$ cat src/rtl/hls_ctrl_sequencer.sv
// Soft-register front end plus an AXI-Lite style master that loads kernel arguments,
// pulses ap_start and polls ap_done, reporting busy/done/error and a busy-cycle count.
module hls_ctrl_sequencer #(
  parameter int unsigned NUM_ARGS = 4,
  parameter logic [31:0] ARG_BASE = 32'h10,
  parameter int unsigned POLL_GAP = 16
) (
  input  logic        clk,
  input  logic        rst_n,
  input  logic        sr_req_valid,
  input  logic        sr_req_isWrite,
  input  logic [31:0] sr_req_addr,
  input  logic [63:0] sr_req_data,
  output logic        sr_resp_valid,
  output logic [63:0] sr_resp_data,
  output logic        ctl_awvalid,
  input  logic        ctl_awready,
  output logic [31:0] ctl_awaddr,
  output logic        ctl_wvalid,
  input  logic        ctl_wready,
  output logic [63:0] ctl_wdata,
  output logic [7:0]  ctl_wstrb,
  input  logic        ctl_bvalid,
  output logic        ctl_bready,
  input  logic [1:0]  ctl_bresp,
  output logic        ctl_arvalid,
  input  logic        ctl_arready,
  output logic [31:0] ctl_araddr,
  input  logic        ctl_rvalid,
  output logic        ctl_rready,
  input  logic [63:0] ctl_rdata,
  input  logic [1:0]  ctl_rresp
);

  typedef enum logic [2:0] {
    S_IDLE, S_ARG_ADDR, S_ARG_RESP, S_START_ADDR,
    S_START_RESP, S_POLL_WAIT, S_POLL_AR, S_POLL_R
  } state_t;

  state_t      state_q, state_d;
  logic [4:0]  arg_idx_q, arg_idx_d;
  logic        aw_pend_q, aw_pend_d;
  logic        w_pend_q, w_pend_d;
  logic        busy_q, busy_d;
  logic        done_q, done_d;
  logic        error_q, error_d;
  logic [63:0] cycles_q, cycles_d;
  logic [15:0] poll_cnt_q, poll_cnt_d;
  logic        resp_valid_q, resp_valid_d;
  logic [63:0] resp_data_q, resp_data_d;
  logic [63:0] args_q [NUM_ARGS];

  logic [4:0]    req_idx;
  logic          wr_req, rd_req, is_idle, start_req;
  logic [63:0]   rd_data, arg_wdata;
  logic [NUM_ARGS-1:0] arg_we;

  assign req_idx   = sr_req_addr[7:3];
  assign wr_req    = sr_req_valid & sr_req_isWrite;
  assign rd_req    = sr_req_valid & ~sr_req_isWrite;
  assign is_idle   = (state_q == S_IDLE);
  assign start_req = wr_req & (req_idx == 5'd0) & sr_req_data[0] & is_idle;

  genvar gi;
  generate
    for (gi = 0; gi < NUM_ARGS; gi++) begin : g_arg_we
      assign arg_we[gi] = wr_req & is_idle & (req_idx == 5'(gi + 1));
    end
  endgenerate

  always_ff @(posedge clk) begin
    for (int k = 0; k < NUM_ARGS; k++) begin
      if (!rst_n) begin
        args_q[k] <= '0;
      end else if (arg_we[k]) begin
        args_q[k] <= sr_req_data;
      end
    end
  end

  // Read data reflects pre-update state, so a STATUS read racing done sees the old value.
  always_comb begin
    rd_data = '0;
    if (req_idx == 5'd0) begin
      rd_data = {61'b0, error_q, done_q, busy_q};
    end else if (req_idx == 5'(NUM_ARGS + 1)) begin
      rd_data = cycles_q;
    end
    for (int k = 0; k < NUM_ARGS; k++) begin
      if (req_idx == 5'(k + 1)) rd_data = args_q[k];
    end
  end

  always_comb begin
    arg_wdata = '0;
    for (int k = 0; k < NUM_ARGS; k++) begin
      if (arg_idx_q == 5'(k)) arg_wdata = args_q[k];
    end
  end

  always_comb begin
    state_d      = state_q;
    arg_idx_d    = arg_idx_q;
    aw_pend_d    = aw_pend_q;
    w_pend_d     = w_pend_q;
    busy_d       = busy_q;
    done_d       = done_q;
    error_d      = error_q;
    cycles_d     = busy_q ? cycles_q + 64'd1 : cycles_q;
    poll_cnt_d   = poll_cnt_q;
    resp_valid_d = rd_req;
    resp_data_d  = rd_req ? rd_data : 64'd0;

    case (state_q)
      S_IDLE: begin
        if (start_req) begin
          busy_d    = 1'b1;
          done_d    = 1'b0;
          error_d   = 1'b0;
          cycles_d  = '0;
          arg_idx_d = '0;
          aw_pend_d = 1'b1;
          w_pend_d  = 1'b1;
          state_d   = S_ARG_ADDR;
        end
      end
      S_ARG_ADDR, S_START_ADDR: begin
        // Address and data channels retire independently; move on once both have.
        aw_pend_d = aw_pend_q & ~ctl_awready;
        w_pend_d  = w_pend_q & ~ctl_wready;
        if (!aw_pend_d && !w_pend_d) begin
          state_d = (state_q == S_ARG_ADDR) ? S_ARG_RESP : S_START_RESP;
        end
      end
      S_ARG_RESP: begin
        if (ctl_bvalid) begin
          if (ctl_bresp != 2'b00) begin
            error_d = 1'b1;
            busy_d  = 1'b0;
            state_d = S_IDLE;
          end else begin
            aw_pend_d = 1'b1;
            w_pend_d  = 1'b1;
            if (arg_idx_q == 5'(NUM_ARGS - 1)) begin
              state_d = S_START_ADDR;
            end else begin
              arg_idx_d = arg_idx_q + 5'd1;
              state_d   = S_ARG_ADDR;
            end
          end
        end
      end
      S_START_RESP: begin
        if (ctl_bvalid) begin
          if (ctl_bresp != 2'b00) begin
            error_d = 1'b1;
            busy_d  = 1'b0;
            state_d = S_IDLE;
          end else begin
            poll_cnt_d = '0;
            state_d    = S_POLL_WAIT;
          end
        end
      end
      S_POLL_WAIT: begin
        if (poll_cnt_q == 16'(POLL_GAP - 1)) begin
          state_d = S_POLL_AR;
        end else begin
          poll_cnt_d = poll_cnt_q + 16'd1;
        end
      end
      S_POLL_AR: begin
        if (ctl_arready) state_d = S_POLL_R;
      end
      S_POLL_R: begin
        if (ctl_rvalid) begin
          if (ctl_rresp != 2'b00) begin
            error_d = 1'b1;
            busy_d  = 1'b0;
            state_d = S_IDLE;
          end else if (ctl_rdata[1]) begin
            done_d  = 1'b1;
            busy_d  = 1'b0;
            state_d = S_IDLE;
          end else begin
            poll_cnt_d = '0;
            state_d    = S_POLL_WAIT;
          end
        end
      end
      default: state_d = S_IDLE;
    endcase
  end

  always_ff @(posedge clk) begin
    if (!rst_n) begin
      state_q      <= S_IDLE;
      arg_idx_q    <= '0;
      aw_pend_q    <= 1'b0;
      w_pend_q     <= 1'b0;
      busy_q       <= 1'b0;
      done_q       <= 1'b0;
      error_q      <= 1'b0;
      cycles_q     <= '0;
      poll_cnt_q   <= '0;
      resp_valid_q <= 1'b0;
      resp_data_q  <= '0;
    end else begin
      state_q      <= state_d;
      arg_idx_q    <= arg_idx_d;
      aw_pend_q    <= aw_pend_d;
      w_pend_q     <= w_pend_d;
      busy_q       <= busy_d;
      done_q       <= done_d;
      error_q      <= error_d;
      cycles_q     <= cycles_d;
      poll_cnt_q   <= poll_cnt_d;
      resp_valid_q <= resp_valid_d;
      resp_data_q  <= resp_data_d;
    end
  end

  assign sr_resp_valid = resp_valid_q;
  assign sr_resp_data  = resp_data_q;
  assign ctl_awvalid   = aw_pend_q;
  assign ctl_wvalid    = w_pend_q;
  assign ctl_awaddr    = (state_q == S_START_ADDR) ? 32'h0 : ARG_BASE + {24'b0, arg_idx_q, 3'b000};
  assign ctl_wdata     = (state_q == S_START_ADDR) ? 64'h1 : arg_wdata;
  assign ctl_wstrb     = 8'hFF;
  assign ctl_bready    = (state_q == S_ARG_RESP) || (state_q == S_START_RESP);
  assign ctl_arvalid   = (state_q == S_POLL_AR);
  assign ctl_araddr    = 32'h0;
  assign ctl_rready    = (state_q == S_POLL_R);

  logic unused_bits;
  assign unused_bits = ^{sr_req_addr[31:8], sr_req_addr[2:0], ctl_rdata[63:2], ctl_rdata[0]};

endmodule

$ cat config.mk
export PLATFORM = sky130hd
export DESIGN_NAME = hls_ctrl_sequencer
export DESIGN_NICKNAME = d
export VERILOG_FILES = /design/src/rtl/hls_ctrl_sequencer.sv
export SDC_FILE = /design/constraint.sdc
export NUM_CORES = 1
export LEC_CHECK = 0
export BUFFER_PORTS_ARGS = -buffer_cell sky130_fd_sc_hd__buf_2
export CORE_MARGIN = 5
export CORE_UTILIZATION = 35
export CTS_CLUSTER_DIAMETER = 100
export DETAILED_ROUTE_END_ITERATION = 12
export SLEW_MARGIN = 25
export SYNTH_ARGS = -nofsm -noshare
export SYNTH_HDL_FRONTEND = slang
export SYNTH_SLANG_ARGS = --single-unit
$ cat constraint.sdc
create_clock -name clk -period 7.5 [get_ports clk]
set_input_delay 0.75 -clock clk [delete_from_list [all_inputs] [get_ports clk]]
set_output_delay 0.75 -clock clk [all_outputs]
set_load 0.03 [all_outputs]
**Yosys cells after proc, flatten, opt, wreduce, memory -nomap -nowiden**

Memories as Yosys holds them, arrays and structs flattened.
Cells that the tools add are included.
Widths: inputs -> output; s select.

- Register bits after elaboration: 158
- Bits in writable memories: 256
- Word-level logic and storage cells: 172
- Memories: 1

- Add/subtract/negate cells: 4
- Eq/ne operators: 34
- Multiplexer cells: 79
- Bitwise logic cells: 19
- Reduce and logical (&&, ||, !) cells: 24

Memories:

| name | words | width | read ports | clocked after Yosys merged registers in | wr ports | line | text |
|---|---|---|---|---|---|---|---|
| args_q | 4 | 64 | 4 | 0 | 4 | 51 | `logic [63:0] args_q [NUM_ARGS];` |

Operator list:

| operator | number |
|---|---|
| $mux 64 | 18 |
| $mux 16 | 6 |
| $add 64x1->64 const B | 1 |
| $pmux 16 s3 | 1 |
| $mux 3 | 11 |
| $mux 1 | 29 |
| $ne 2x2->1 const B | 11 |
| $pmux 3 s7 | 1 |
| $eq 5x2->1 const B | 4 |
| $mux 5 | 4 |
| $add 16x1->16 const B | 1 |
| $eq 16x4->1 const B | 1 |
| $reduce_and 7->1 | 2 |
| $and 1x1->1 | 12 |
| $eq 3x3->1 const B | 4 |
| $ne 2x1->1 const B | 6 |
| $pmux 1 s3 | 4 |
| $reduce_and 6->1 | 2 |
| $eq 5x1->1 const B | 2 |
| $eq 5x3->1 const B | 2 |
| $logic_not 5->1 | 2 |
| $pmux 5 s2 | 1 |
| $reduce_and 5->1 | 2 |
| $add 5x8->9 const A | 1 |
| 18 further kinds | 32 |

**Longest topological paths before layout**

Gate-level depths: netlist of run 1.

- Word-level depth: 7
- Depth in mapped cells: 8
- Gate-level depth less buffers: 6

**Least setup slack after synthesis of run 1**

Ideal clock, no wire load.

- Path type: input to register
- Start point: in sr_req_addr[7]
- End point: mem args_q[1][0], enable pin
- Arrival: 6435 ps
- Slack: 484 ps
- Stages: 4
- Cell sequence: or4b_1 > buf_2 > clkbuf_1 > o31ai_1

RTL lines:

| element | line | text |
|---|---|---|
| from (decl) | 12 | `input logic [31:0] sr_req_addr,` |
| to (decl) | 51 |  |

**Final worst setup path of run 1**

- Start point: reg state_q[2]
- End point: out ctl_wdata[2]

- Word-level cells in the longest chain between the ends: 2

Ends and longest elaborated chain:

| element | line | text |
|---|---|---|
| from (decl) | 40 | `state_t state_q, state_d;` |
| from (signal assigned) | 209 | `state_q <= state_d;` |
| $eq 3x2->1 | 228 | `assign ctl_wdata = (state_q == S_START_ADDR) ? 64'h1 : arg_wdata;` |
| $mux 64 | 228 |  |
| to (decl) | 21 | `output logic [63:0] ctl_wdata,` |

Every way passes these cells.

==> results.txt, run 1 <==
----------------------------------------------------
[Status]
  Result of the run ... finished, final reports clean

[Worst setup path]
  Worst Setup Path Type ... reg -> out
  Stage delay of the slowest cell on the critical path ... 870 ps
  Startpoint Class ... flop
  Required time reported for the critical path endpoint ... between 6000 and 7000 ps
  Worst path buffer plus inverter count ... 2
  Crit path DAT ... around 3900 ps
  Ordered cell list for the critical path ... nor2_1 -> nor2_4 -> buf_4 -> a22o_1 -> buf_2
  Category of the worst setup path capture point ... primary output
  Maximum fanout along the worst path ... 35
  Family with the most delay on the worst path ... simple AND/OR/NAND/NOR gates
  Slowest library cell on the worst path ... nor2_4

[Clock tree]
  Number of gates given a new drive strength after cts ... 0
  Setup Buffers After CTS ... 0
  Max clock buf depth ... 3
  H-tree depth ... 2
  Buffer type at the clock tree root ... clkbuf_16
  Clock Sink Count ... 414
  Cts hold-fix bufs ... 0
  CTS tree ... built
  Clock transition time at the flip-flop clock pins of the worst setup and hold paths ... around 60 ps
  Clock latency of the later-clocked register in the worst-skew pair ... between 500 and 600 ps
  Number of buffers inserted during clock tree synthesis ... 48

[Floorplan]
  Area of the core region ... 57590 um^2
  DIE AREA ... 62960 um^2
  Horiz. Die Dim ... 250.9 um
  Starting density of the core ... 35.28%
  Number of primary I/O pins ... 379
  Chip Height ... about 250 um
  Placement Rows ... slightly below 90

[Global routing]
  Total global-route track usage ... between 10% and 20%
  Via count of the first global-routing pass ... 15700
  Antenna violations before repair ... 3
  Residual overflow from global routing ... 0
  Largest net degree at the start of global routing ... 71
  Global-route wire length before repair ... 95.04 mm

[Synth]
  Synthesized area per cell ... ~10 um^2
  FF+latch count, synth ... 414
  Post-synthesis instance total ... 1952
  Post-synthesis cell type count ... 71
  Total standard cell area after synthesis ... 20310 um^2
  Top FF cell, synth ... edfxtp_1
  Number of synthesized flops with an enable pin ... 256
  Largest cells by area after synthesis ... edfxtp_1 (38%), dfxtp_1 (16%), and2_1 (8.2%)
  FFs w/ async S/R, synth ... 0%
  Count of synthesis-stage warnings from yosys ... 0
  Library cell with the largest summed area after synthesis ... edfxtp_1
  Area share of the largest cell type after synthesis ... 37.84%
  Sequential cell area fraction in the yosys report ... 53.42%

[Pwr]
  Max IR drop VDD ... ~150 uV
  Leakage power figure ... 9.190 nW
  Pwr per Cell Area ... 232.5 nW/um^2

[Placement]
  Detailed-placement wirelength estimate ... 38.17 mm
  Area post-placement ... 21890 um^2
  Number of port buffers ... about 220
  Routability cong. ... 0.7886

[Route]
  Number of vias in the routed layout ... 15890
  Remaining number of nets flagged by the antenna check after routing ... 0
  Met3 wire length ... 4.047 mm
  Post-detailed-route DRC marker count ... 0
  Highest metal used ... met5
  Pre-antenna DRT Iters ... 5
  Final wirelength ... 63.23 mm
  1st-iter DRT viols ... 1253
  Detailed route wirelength on metal2 ... around 31 mm
  Met1 layer wirelength in the final routing ... about 27 mm
  Post-detailed-route wirelength per cell ... 21.64 um
  Detailed-route vias per instance ... 5.439

[STA]
  Slew at the pin with the worst max-slew slack ... between 1000 and 1500 ps
  Max-Slew Margin vs Limit ... 29.98%
  Fin. Hold Viols ... 0
  Min Tclk post-route ... 4607 ps
  RSZ-0062 raised after global routing ... no
  Final sum of negative setup slack ... 0 ps
  Share of the clock period used by the worst path ... 61.43%
  Worst setup skew after layout ... 10.70 ps
  Count of final setup violators ... 0
  Number of max-slew violations in the final report ... 0
  Fmax achieved ... 0.2171 GHz

[Job]
  Max-capacitance violation count ... 0

[Final layout]
  Final Core Density ... between 40% and 50%
  Count of fill cells added during filler insertion ... 5494
  Design Area, Final ... 23510 um^2
  Area of combinational cells with multiple inputs ... 8708 um^2
  Final nets ... roughly 2300
  Growth of design area from synthesis to finish ... 15.73%
  Sequential cell area in the final layout ... 10850 um^2
  Fraction of layout instances using a drive strength above 1 ... 16.90%

[Min path]
  Path type of the worst min-delay path ... in -> reg

----------------------------------------------------
cells in the mapped netlist (4+ instances only):
library cell,instances
and2_1,265
edfxtp_1,256
nor2_1,199
dfxtp_1,158
o21ai_0,148
a21oi_1,111
clkbuf_1,91
buf_4,68
mux2i_1,67
a22oi_1,66
a22o_1,63
a221oi_1,61
nand2_1,54
nand4_1,32
xor2_1,29
buf_2,28
nand3_1,26
or4_1,22
and3_1,17
o31ai_1,17
or3_1,17
nor3_1,16
inv_1,15
xnor2_1,15
buf_1,11
o211ai_1,10
nor4_1,9
ha_1,7
and4_1,6
nand4_2,4
kinds of logic (layout without fill, tap and decap cells):
group	count (synthesis)	after routing	share of synthesized area, %
other cells	2	69	0.03697
buf+inv	215	353	5.439
simple gates	703	703	19.16
mux	67	67	3.301
xor+xnor	44	44	1.897
compound gates	499	499	16.27
flops	414	414	53.42
fa+ha+maj	8	8	0.4804
layout make-up:
type	instances	area share, %
tap	765	4.072
multi-input combinational	1387	37.04
sequential	414	46.15
antenna	3	0.03193
clock buffer	75	6.099
timing repair buffer	247	5.636
clock inverter	15	0.7079
inverter	16	0.2555
worst min-delay path: stages:
cell and delay [ps]:
buf_2 80, nand2_1 40, nand2_1 50, a21oi_1 50
path summary, 6_finish.rpt:
kind                from       endpoint  slack [ps]  cells past startpoint
min           ctl_wready     ctl_wvalid         460                      4
min reg2reg  ctl_awvalid    ctl_awvalid         470                      2
max           state_q[2]   ctl_wdata[2]        2890                      5
max reg2reg   state_q[2]  args_q[0][34]        4270                      6
report_power, final:
part | leakage (nW) | total, mW | switching [mW] | internal (mW)
Sequential | 3.92 | 2.54 | 0.0635 | 2.48
Clock | 0.786 | 2.36 | 0.941 | 1.42
Combinational | 4.49 | 0.560 | 0.393 | 0.166
routing by layer:
| layer | up-vias | global-route usage, % |
|---|---|---|
| li1 | 7412 | - |
| met4 | 2 | 5.520 |
| met3 | 100 | 3.197 |
| met5 | - | 0 |
| met2 | 564 | 32.93 |
| met1 | 7816 | 25.16 |
flip-flops by register name, indices dropped and copies added (netlist names):
| name | count |
|---|---|
| sr_resp_data | 64 |
| busy_q | 1 |
| done_q | 1 |
| ctl_awvalid | 1 |
| error_q | 1 |
| cycles_q | 64 |
| sr_resp_valid | 1 |
| poll_cnt_q | 16 |
| arg_idx_q | 5 |
| args_q | 256 |
| state_q | 3 |
| ctl_wvalid | 1 |
placed cells by master, fill, tap and decap left out, drive strengths merged, types with 12 or more instances in the layout:
cell and count:
mux2i 67, clkbuf 75, o21ai 149, nor2 202, a21oi 111, xor2 29, or3 17, nand4 36
nor3 19, xnor2 15, inv 17, a22oi 66, and3 17, nand3 29, or4 23, o211ai 12
nor4 12, buf 247, a221oi 61, o31ai 17, conb 66, nand2 55, and2 265, edfxtp 256
dfxtp 158, a22o 63
through the flow:
step	std cells	hold slack, ps	worst slack, ps	total power [mW]
floorplan	2016	437.7	483.9	2.997
global placement	2828	462.6	3513	3.138
detailed placement	2829	469.1	3479	3.148
CTS	2919	425.4	2826	5.525
global route	2920	459.3	2612	5.677
finish	2922	462.0	2893	5.465
Power figures use the tool's default switching activity.
==> run 2: changes to the inputs <==
--- a/config.mk
+++ b/config.mk
@@ -5,6 +5,7 @@
 export SDC_FILE = /design/constraint.sdc
 export NUM_CORES = 1
 export LEC_CHECK = 0
+export ABC_AREA = 1
 export BUFFER_PORTS_ARGS = -buffer_cell sky130_fd_sc_hd__buf_2
 export CORE_MARGIN = 5
 export CORE_UTILIZATION = 35
==> constraint.sdc (replaced) <==
create_clock -name clk -period 4.65 [get_ports clk]
set_input_delay 0.465 -clock clk [delete_from_list [all_inputs] [get_ports clk]]
set_output_delay 0.465 -clock clk [all_outputs]
set_load 0.03 [all_outputs]
==> run 2 against run 1 <==
Final area increased by 3.7%. Critical path depth is 2 higher. Sequential power is 62% higher. Core utilization down 0.29 points. Global-route usage up 0.89 points. Total power grew 84%. Synthesized cell count increased by 36%. Final cell count up 25%. Clock skew increased by 18 ps. Clock-buffer cell count down 5. First-iteration DRC count rose by 27%. Critical path type unchanged. Critical endpoint is now ctl_wdata[33]. Largest cell class unchanged. Largest power group unchanged.
==> results.txt, run 2 <==
----------------------------------------------------
[Status]
  Result of the run ... finished, final reports clean

[Final layout]
  Final std cells w/o fill ... between 3000 and 4000
  Fraction of layout instances using a drive strength above 1 ... 13.90%
  Final nets ... 3003
  Most used cells in the layout excluding fill and tap cells ... nand2_1 (504), nor2_1 (499), a21oi_1 (307)
  Register with the most flip-flops ... args_q
  Final Core Density ... 40.53%
  Most common cell after layout, fill and taps aside ... nand2_1
  Largest register FFs ... 256
  Growth of design area from synthesis to finish ... 15.25%

[Global routing]
  Antenna violations before repair ... 2
  Global-route wire length before repair ... 105.1 mm
  Total global-route track usage ... between 20% and 30%
  Via count of the first global-routing pass ... 17700
  Residual overflow from global routing ... 0
  Largest net degree at the start of global routing ... 72

[Synth]
  Number of synthesized flops with an enable pin ... 256
  Sequential cell area fraction in the yosys report ... approximately half
  FFs w/ async S/R, synth ... 0%
  Largest cells by area after synthesis ... edfxtp_1 (36%), dfxtp_1 (15%), nand2_1 (9.0%)
  Library cell with the largest summed area after synthesis ... edfxtp_1
  Area share of the largest cell type after synthesis ... 36.35%
  Top cell types by occurrence after synthesis ... nand2_1 (508), nor2_1 (500), a21oi_1 (307)
  Count of synthesis-stage warnings from yosys ... 0
  FF+latch count, synth ... between 400 and 500
  Synthesized area per cell ... 7.953 um^2
  Most frequently used cell type in the post-synthesis netlist ... nand2_1
  Total standard cell area after synthesis ... 21150 um^2
  Post-synthesis instance total ... 2659
  Post-synthesis cell type count ... 45
  Top FF cell, synth ... edfxtp_1

[Clock tree]
  Cts hold-fix bufs ... 0
  Max clock buf depth ... 3
  Number of buffers inserted during clock tree synthesis ... 49
  Clock transition time at the flip-flop clock pins of the worst setup and hold paths ... about 60 ps
  Clock Sink Count ... 414
  Number of gates given a new drive strength after cts ... 0
  Buffer type at the clock tree root ... clkbuf_16
  CTS tree ... built
  Clock latency of the later-clocked register in the worst-skew pair ... 610 ps
  H-tree depth ... 2
  Setup Buffers After CTS ... 0

[Pwr]
  Switching pwr ... ~3.2 mW
  Internal power contribution ... 6.870 mW
  Sequential share of power ... 41.0%
  Clock Power Share ... between 30 and 40%
  Pwr per Cell Area ... 411.9 nW/um^2
  Leakage power figure ... 9.949 nW
  Combinational fraction of design power ... 19.7%
  Switch share ... a little under a third
  Max IR drop VDD ... 257.5 uV

[Route]
  1st-iter DRT viols ... about 1600
  Pre-antenna DRT Iters ... 6
  Number of vias in the routed layout ... 18390
  Post-detailed-route wirelength per cell ... 18.68 um
  Final wirelength ... between 60 and 70 mm
  Post-detailed-route DRC marker count ... 0
  Detailed-route vias per instance ... 5.042
  Remaining number of nets flagged by the antenna check after routing ... 0

[STA]
  Max-Slew Margin vs Limit ... a little under a third
  Number of max-slew violations in the final report ... 0
  Slew at the pin with the worst max-slew slack ... 1022 ps
  Worst setup skew after layout ... 28.43 ps
  RSZ-0062 raised after global routing ... no
  Final Worst Setup Slack ... 861.9 ps
  Fin. Hold Viols ... 0
  Count of final setup violators ... 0
  Fmax achieved ... 0.2640 GHz
  Share of the clock period used by the worst path ... around four fifths
  Min Tclk post-route ... 3788 ps
  Final sum of negative setup slack ... 0 ps

[Floorplan]
  Chip Height ... 255.8 um
  DIE AREA ... 65430 um^2
  Number of primary I/O pins ... 379
  Placement Rows ... 90
  Starting density of the core ... 35.17%
  Horiz. Die Dim ... 255.8 um
  Area of the core region ... 60130 um^2

[Min path]
  Path type of the worst min-delay path ... in -> reg

[Worst setup path]
  Crit path DAT ... 3320 ps
  Maximum fanout along the worst path ... 71
  Startpoint Class ... flop
  Required time reported for the critical path endpoint ... between 4000 and 5000 ps
  Worst Setup Path Type ... reg -> out
  Slowest library cell on the worst path ... buf_4
  Category of the worst setup path capture point ... primary output
  Ordered cell list for the critical path ... inv_1 -> nand3_4 -> buf_4 -> buf_4 -> o21ai_0 -> a21oi_1 -> buf_2
  Stage delay of the slowest cell on the critical path ... between 500 and 600 ps
  Crit-path most repeated cell ... buf_4

[Placement]
  Number of port buffers ... 222
  Routability cong. ... 0.9048
  Placed insts ... approximately 3600
  Setup slack at placement ... 1414 ps
  Detailed-placement wirelength estimate ... about 43 mm

[Job]
  Max-capacitance violation count ... 0

----------------------------------------------------
## run 2: kinds of logic after synthesis
family	share of synthesized area, %
AND/OR/NAND/NOR	23.16
AO/OA/AOI/OAI	15.17
adder cells (fa/ha/maj)	0.4142
flip-flops	51.31
XOR/XNOR	0.4970
other	0.03551
buffers and inverters	9.408
## run 2: layout make-up
cell class                 instances  area (um^2)
antenna                            1        2.502
multi-input combinational       1883         8661
sequential                       414        10850
clock buffer                      70         1450
timing repair buffer             257         1411
tap                              782        978.4
clock inverter                    22        200.2
fill                            6198        35760
inverter                         218        818.3
## run 2: routing by layer
layer  vias to the layer above  routed length [um]  GRT usage (%)
met5                         -                   0              0
met4                         0                1291          5.022
met3                        84                4696          3.216
met2                       678               31740          32.74
met1                      8591               30390          28.16
li1                       9036                   -              -
## run 2: power groups by stage
stage	Sequential (mW)	Combinational, mW	Clock, mW
finish	4.12	1.97	3.95
global route	4.14	2.15	4.16
CTS	4.12	1.99	4.02
detailed placement	4.19	1.98	0
global placement	4.19	1.98	0
floorplan	4.18	1.41	0
## run 2: worst max-delay path, delay by kind of cell, from the launching register on
kind | cells | cell delay [ps]
DFF | 1 | 450
AOI/OAI and AO/OA | 2 | 440
and+or+nand+nor | 1 | 120
buffers and inverters | 4 | 1630
## run 2: path summary, 6_finish.rpt
path | depth (start not counted) | to | slack, ps | from
worst min-delay path | 3 | ctl_awvalid | 200 | ctl_awready
worst max register to register | 8 | arg_idx_q[2] | 2310 | arg_idx_q[4]
worst min register to register | 2 | error_q | 460 | error_q
worst max-delay path | 7 | ctl_wdata[33] | 860 | arg_idx_q[4]
## run 2: per-stage QoR
stage | cell area (um^2) | power, mW | hold slack [ps]
after global routing | 24370 | 10.45 | 189.1
after floorplan | 21390 | 5.599 | 435.9
after global placement | 22710 | 6.169 | 447.4
after detailed placement | 22710 | 6.174 | 451.7
final | 24370 | 10.04 | 195.6
after CTS | 24360 | 10.13 | 156.3
==> run 3: changes to the inputs <==
--- a/config.mk
+++ b/config.mk
@@ -5,7 +5,7 @@
 export SDC_FILE = /design/constraint.sdc
 export NUM_CORES = 1
 export LEC_CHECK = 0
-export ABC_AREA = 1
+export ABC_AREA = 0
 export BUFFER_PORTS_ARGS = -buffer_cell sky130_fd_sc_hd__buf_2
 export CORE_MARGIN = 5
 export CORE_UTILIZATION = 35
==> constraint.sdc (replaced) <==
create_clock -name clk -period 3.6 [get_ports clk]
set_input_delay 0.36 -clock clk [delete_from_list [all_inputs] [get_ports clk]]
set_output_delay 0.36 -clock clk [all_outputs]
set_load 0.03 [all_outputs]
==> run 3 against run 2 <==
Sequential share of layout area increased by 0.87 points. Wire length decreased by 6.4%. Via count decreased by 13%. Worst hold slack got worse by 120 ps. Combinational power decreased by 36%. Clock power increased by 30%. Die area decreased by 3.8%. Global-route usage decreased by 0.78 points. Total power increased by 16%. Clock skew decreased by 4.6 ps. Critical endpoint is now ctl_wdata[29]. Largest cell class unchanged. Largest power group unchanged.
==> results.txt, run 3 (synthesis results as in run 1) <==
----------------------------------------------------
[Route]
  Post-detailed-route wirelength per cell ... 21.64 um
  Remaining number of nets flagged by the antenna check after routing ... 0
  Post-detailed-route DRC marker count ... 0
  Final wirelength ... roughly 64 mm
  Detailed-route vias per instance ... 5.425
  Number of vias in the routed layout ... 15980
  Pre-antenna DRT Iters ... 5
  1st-iter DRT viols ... approximately 1200

[Global routing]
  Residual overflow from global routing ... 0
  Antenna violations before repair ... 3
  Fraction of met1 tracks used by global routing ... 25.27%
  GR Layer Usage met3 ... 2.607%
  Via count of the first global-routing pass ... 16050
  Met2 GRT Util ... about a third
  Layer with the highest usage ... met2
  Largest net degree at the start of global routing ... 72
  Global-route wire length before repair ... 95.92 mm
  Total global-route track usage ... 19.32%

[Clock tree]
  Cts hold-fix bufs ... 0
  Number of gates given a new drive strength after cts ... 0
  Clock Sink Count ... just over 400
  Clock transition time at the flip-flop clock pins of the worst setup and hold paths ... 60 ps
  Number of buffers inserted during clock tree synthesis ... 48
  Clock latency of the later-clocked register in the worst-skew pair ... 590 ps
  CTS tree ... built
  Setup Buffers After CTS ... 0
  Buffer type at the clock tree root ... clkbuf_16
  Max clock buf depth ... 3
  H-tree depth ... 2

[STA]
  Fin. Hold Viols ... 0
  Number of max-slew violations in the final report ... 0
  RSZ-0062 raised after global routing ... no
  Min Tclk post-route ... 3178 ps
  Max-Slew Margin vs Limit ... 43.21%
  Worst setup skew after layout ... 23.88 ps
  Count of final setup violators ... 0
  Final sum of negative setup slack ... 0 ps
  Share of the clock period used by the worst path ... around 90%
  Fmax achieved ... 0.3146 GHz
  Slew at the pin with the worst max-slew slack ... 846.6 ps

[Worst setup path]
  Maximum fanout along the worst path ... 64
  Category of the worst setup path capture point ... primary output
  Worst Reg-to-Reg Cells ... 6
  Crit path DAT ... 2820 ps
  Worst Setup Path Type ... reg -> out
  Terminus of the critical flop-to-flop path ... cycles_q[59]
  R2r setup slk ... around 940 ps
  Crit Reg-Reg Startpoint ... busy_q
  Required time reported for the critical path endpoint ... around 3200 ps
  Startpoint Class ... flop

[Final layout]
  Largest register FFs ... 256
  Most used cells in the layout excluding fill and tap cells ... and2_1 (264), edfxtp_1 (256), buf_2 (221)
  Final nets ... approximately 2300
  Most common cell after layout, fill and taps aside ... and2_1
  Final std cells w/o fill ... 2946
  Growth of design area from synthesis to finish ... 17.67%
  Fraction of layout instances using a drive strength above 1 ... 17.89%
  Register with the most flip-flops ... args_q

[Status]
  Result of the run ... finished, final reports clean

[Pwr]
  Combinational fraction of design power ... 10.8%
  Max IR drop VDD ... 331.3 uV
  Leakage power figure ... ~9.4 nW
  Clock Power Share ... 44.1%
  Internal power contribution ... 8.657 mW
  Switching pwr ... approximately 3.0 mW
  Sequential share of power ... 45.1%
  Switch share ... 25.53%
  Pwr per Cell Area ... 486.4 nW/um^2

[Floorplan]
  Horiz. Die Dim ... 250.9 um
  DIE AREA ... 62960 um^2
  Starting density of the core ... between 30% and 40%
  Placement Rows ... between 80 and 90
  Chip Height ... ~250 um
  Number of primary I/O pins ... 379
  Area of the core region ... 57590 um^2

[Placement]
  Placed insts ... about 2800
  Detailed-placement wirelength estimate ... approximately 39 mm
  Number of port buffers ... around 220
  Routability cong. ... 0.8188

[Min path]
  Beginning of the worst hold path ... ctl_awready
  Path type of the worst min-delay path ... in -> reg
  Terminating pin of the worst hold path ... ctl_awvalid
  Depth of the worst hold-timing path ... 4

[Job]
  Max-capacitance violation count ... 0

----------------------------------------------------
==> run 3: worst max-delay path by stage <==
stage	cells after the start	end	from
floorplan	4	args_q[2][0]	sr_req_addr[7]
CTS	7	ctl_wdata[1]	arg_idx_q[1]
finish	8	ctl_wdata[29]	arg_idx_q[1]
detailed placement	7	ctl_wdata[1]	arg_idx_q[1]
global placement	7	ctl_wdata[1]	arg_idx_q[1]
global route	8	ctl_wdata[52]	arg_idx_q[1]
==> run 3: critical path, cell delays in order, from the launching register on <==
cell     delay [ps]
dfxtp_1         470
inv_1           110
ha_1            200
and3b_2         260
buf_12          360
a22oi_1         120
a21oi_1         300
a22o_1          170
buf_2           200
==> run 3: metrics by stage <==
step	hold WS, ps	power, mW	util (%)	area (um^2)	setup slack [ps]
5_1_grt	77.38	12.03	41.50	23900	283.6
3_3_place_gp	464.0	6.575	38.50	22170	716.2
3_5_place_dp	471.0	6.596	38.50	22170	678.9
6_report	71.68	11.63	41.51	23900	421.6
2_1_floorplan	437.7	6.232	-	20580	95.73
4_1_cts	30.25	11.72	41.40	23840	26.38
==> run 3: routing by layer <==
metal	vias up	share of wire [%]
met1	7873	42
met3	87	6.0
met2	569	49
met5	-	0
li1	7452	-
met4	0	2.4
==> run 3: area by class of cell <==
class	count	area, um^2
Inverter	16	60.06
Tap cell	765	957.2
Antenna cell	6	15.01
Fill cell	5493	33680
Multi-Input combinational cell	1387	8703
Sequential cell	414	10850
Timing Repair Buffer	269	1649
Clock inverter	23	286.5
Clock buffer	66	1381
==> run 3: power by group through the flow <==
stage / Sequential, mW / Clock, mW / Combinational [mW]
2_1_floorplan: 5.34 / 0 / 0.897
3_3_place_gp: 5.33 / 0 / 1.24
3_5_place_dp: 5.34 / 0 / 1.25
4_1_cts: 5.24 / 5.22 / 1.26
5_1_grt: 5.26 / 5.41 / 1.36
6_report: 5.24 / 5.12 / 1.26
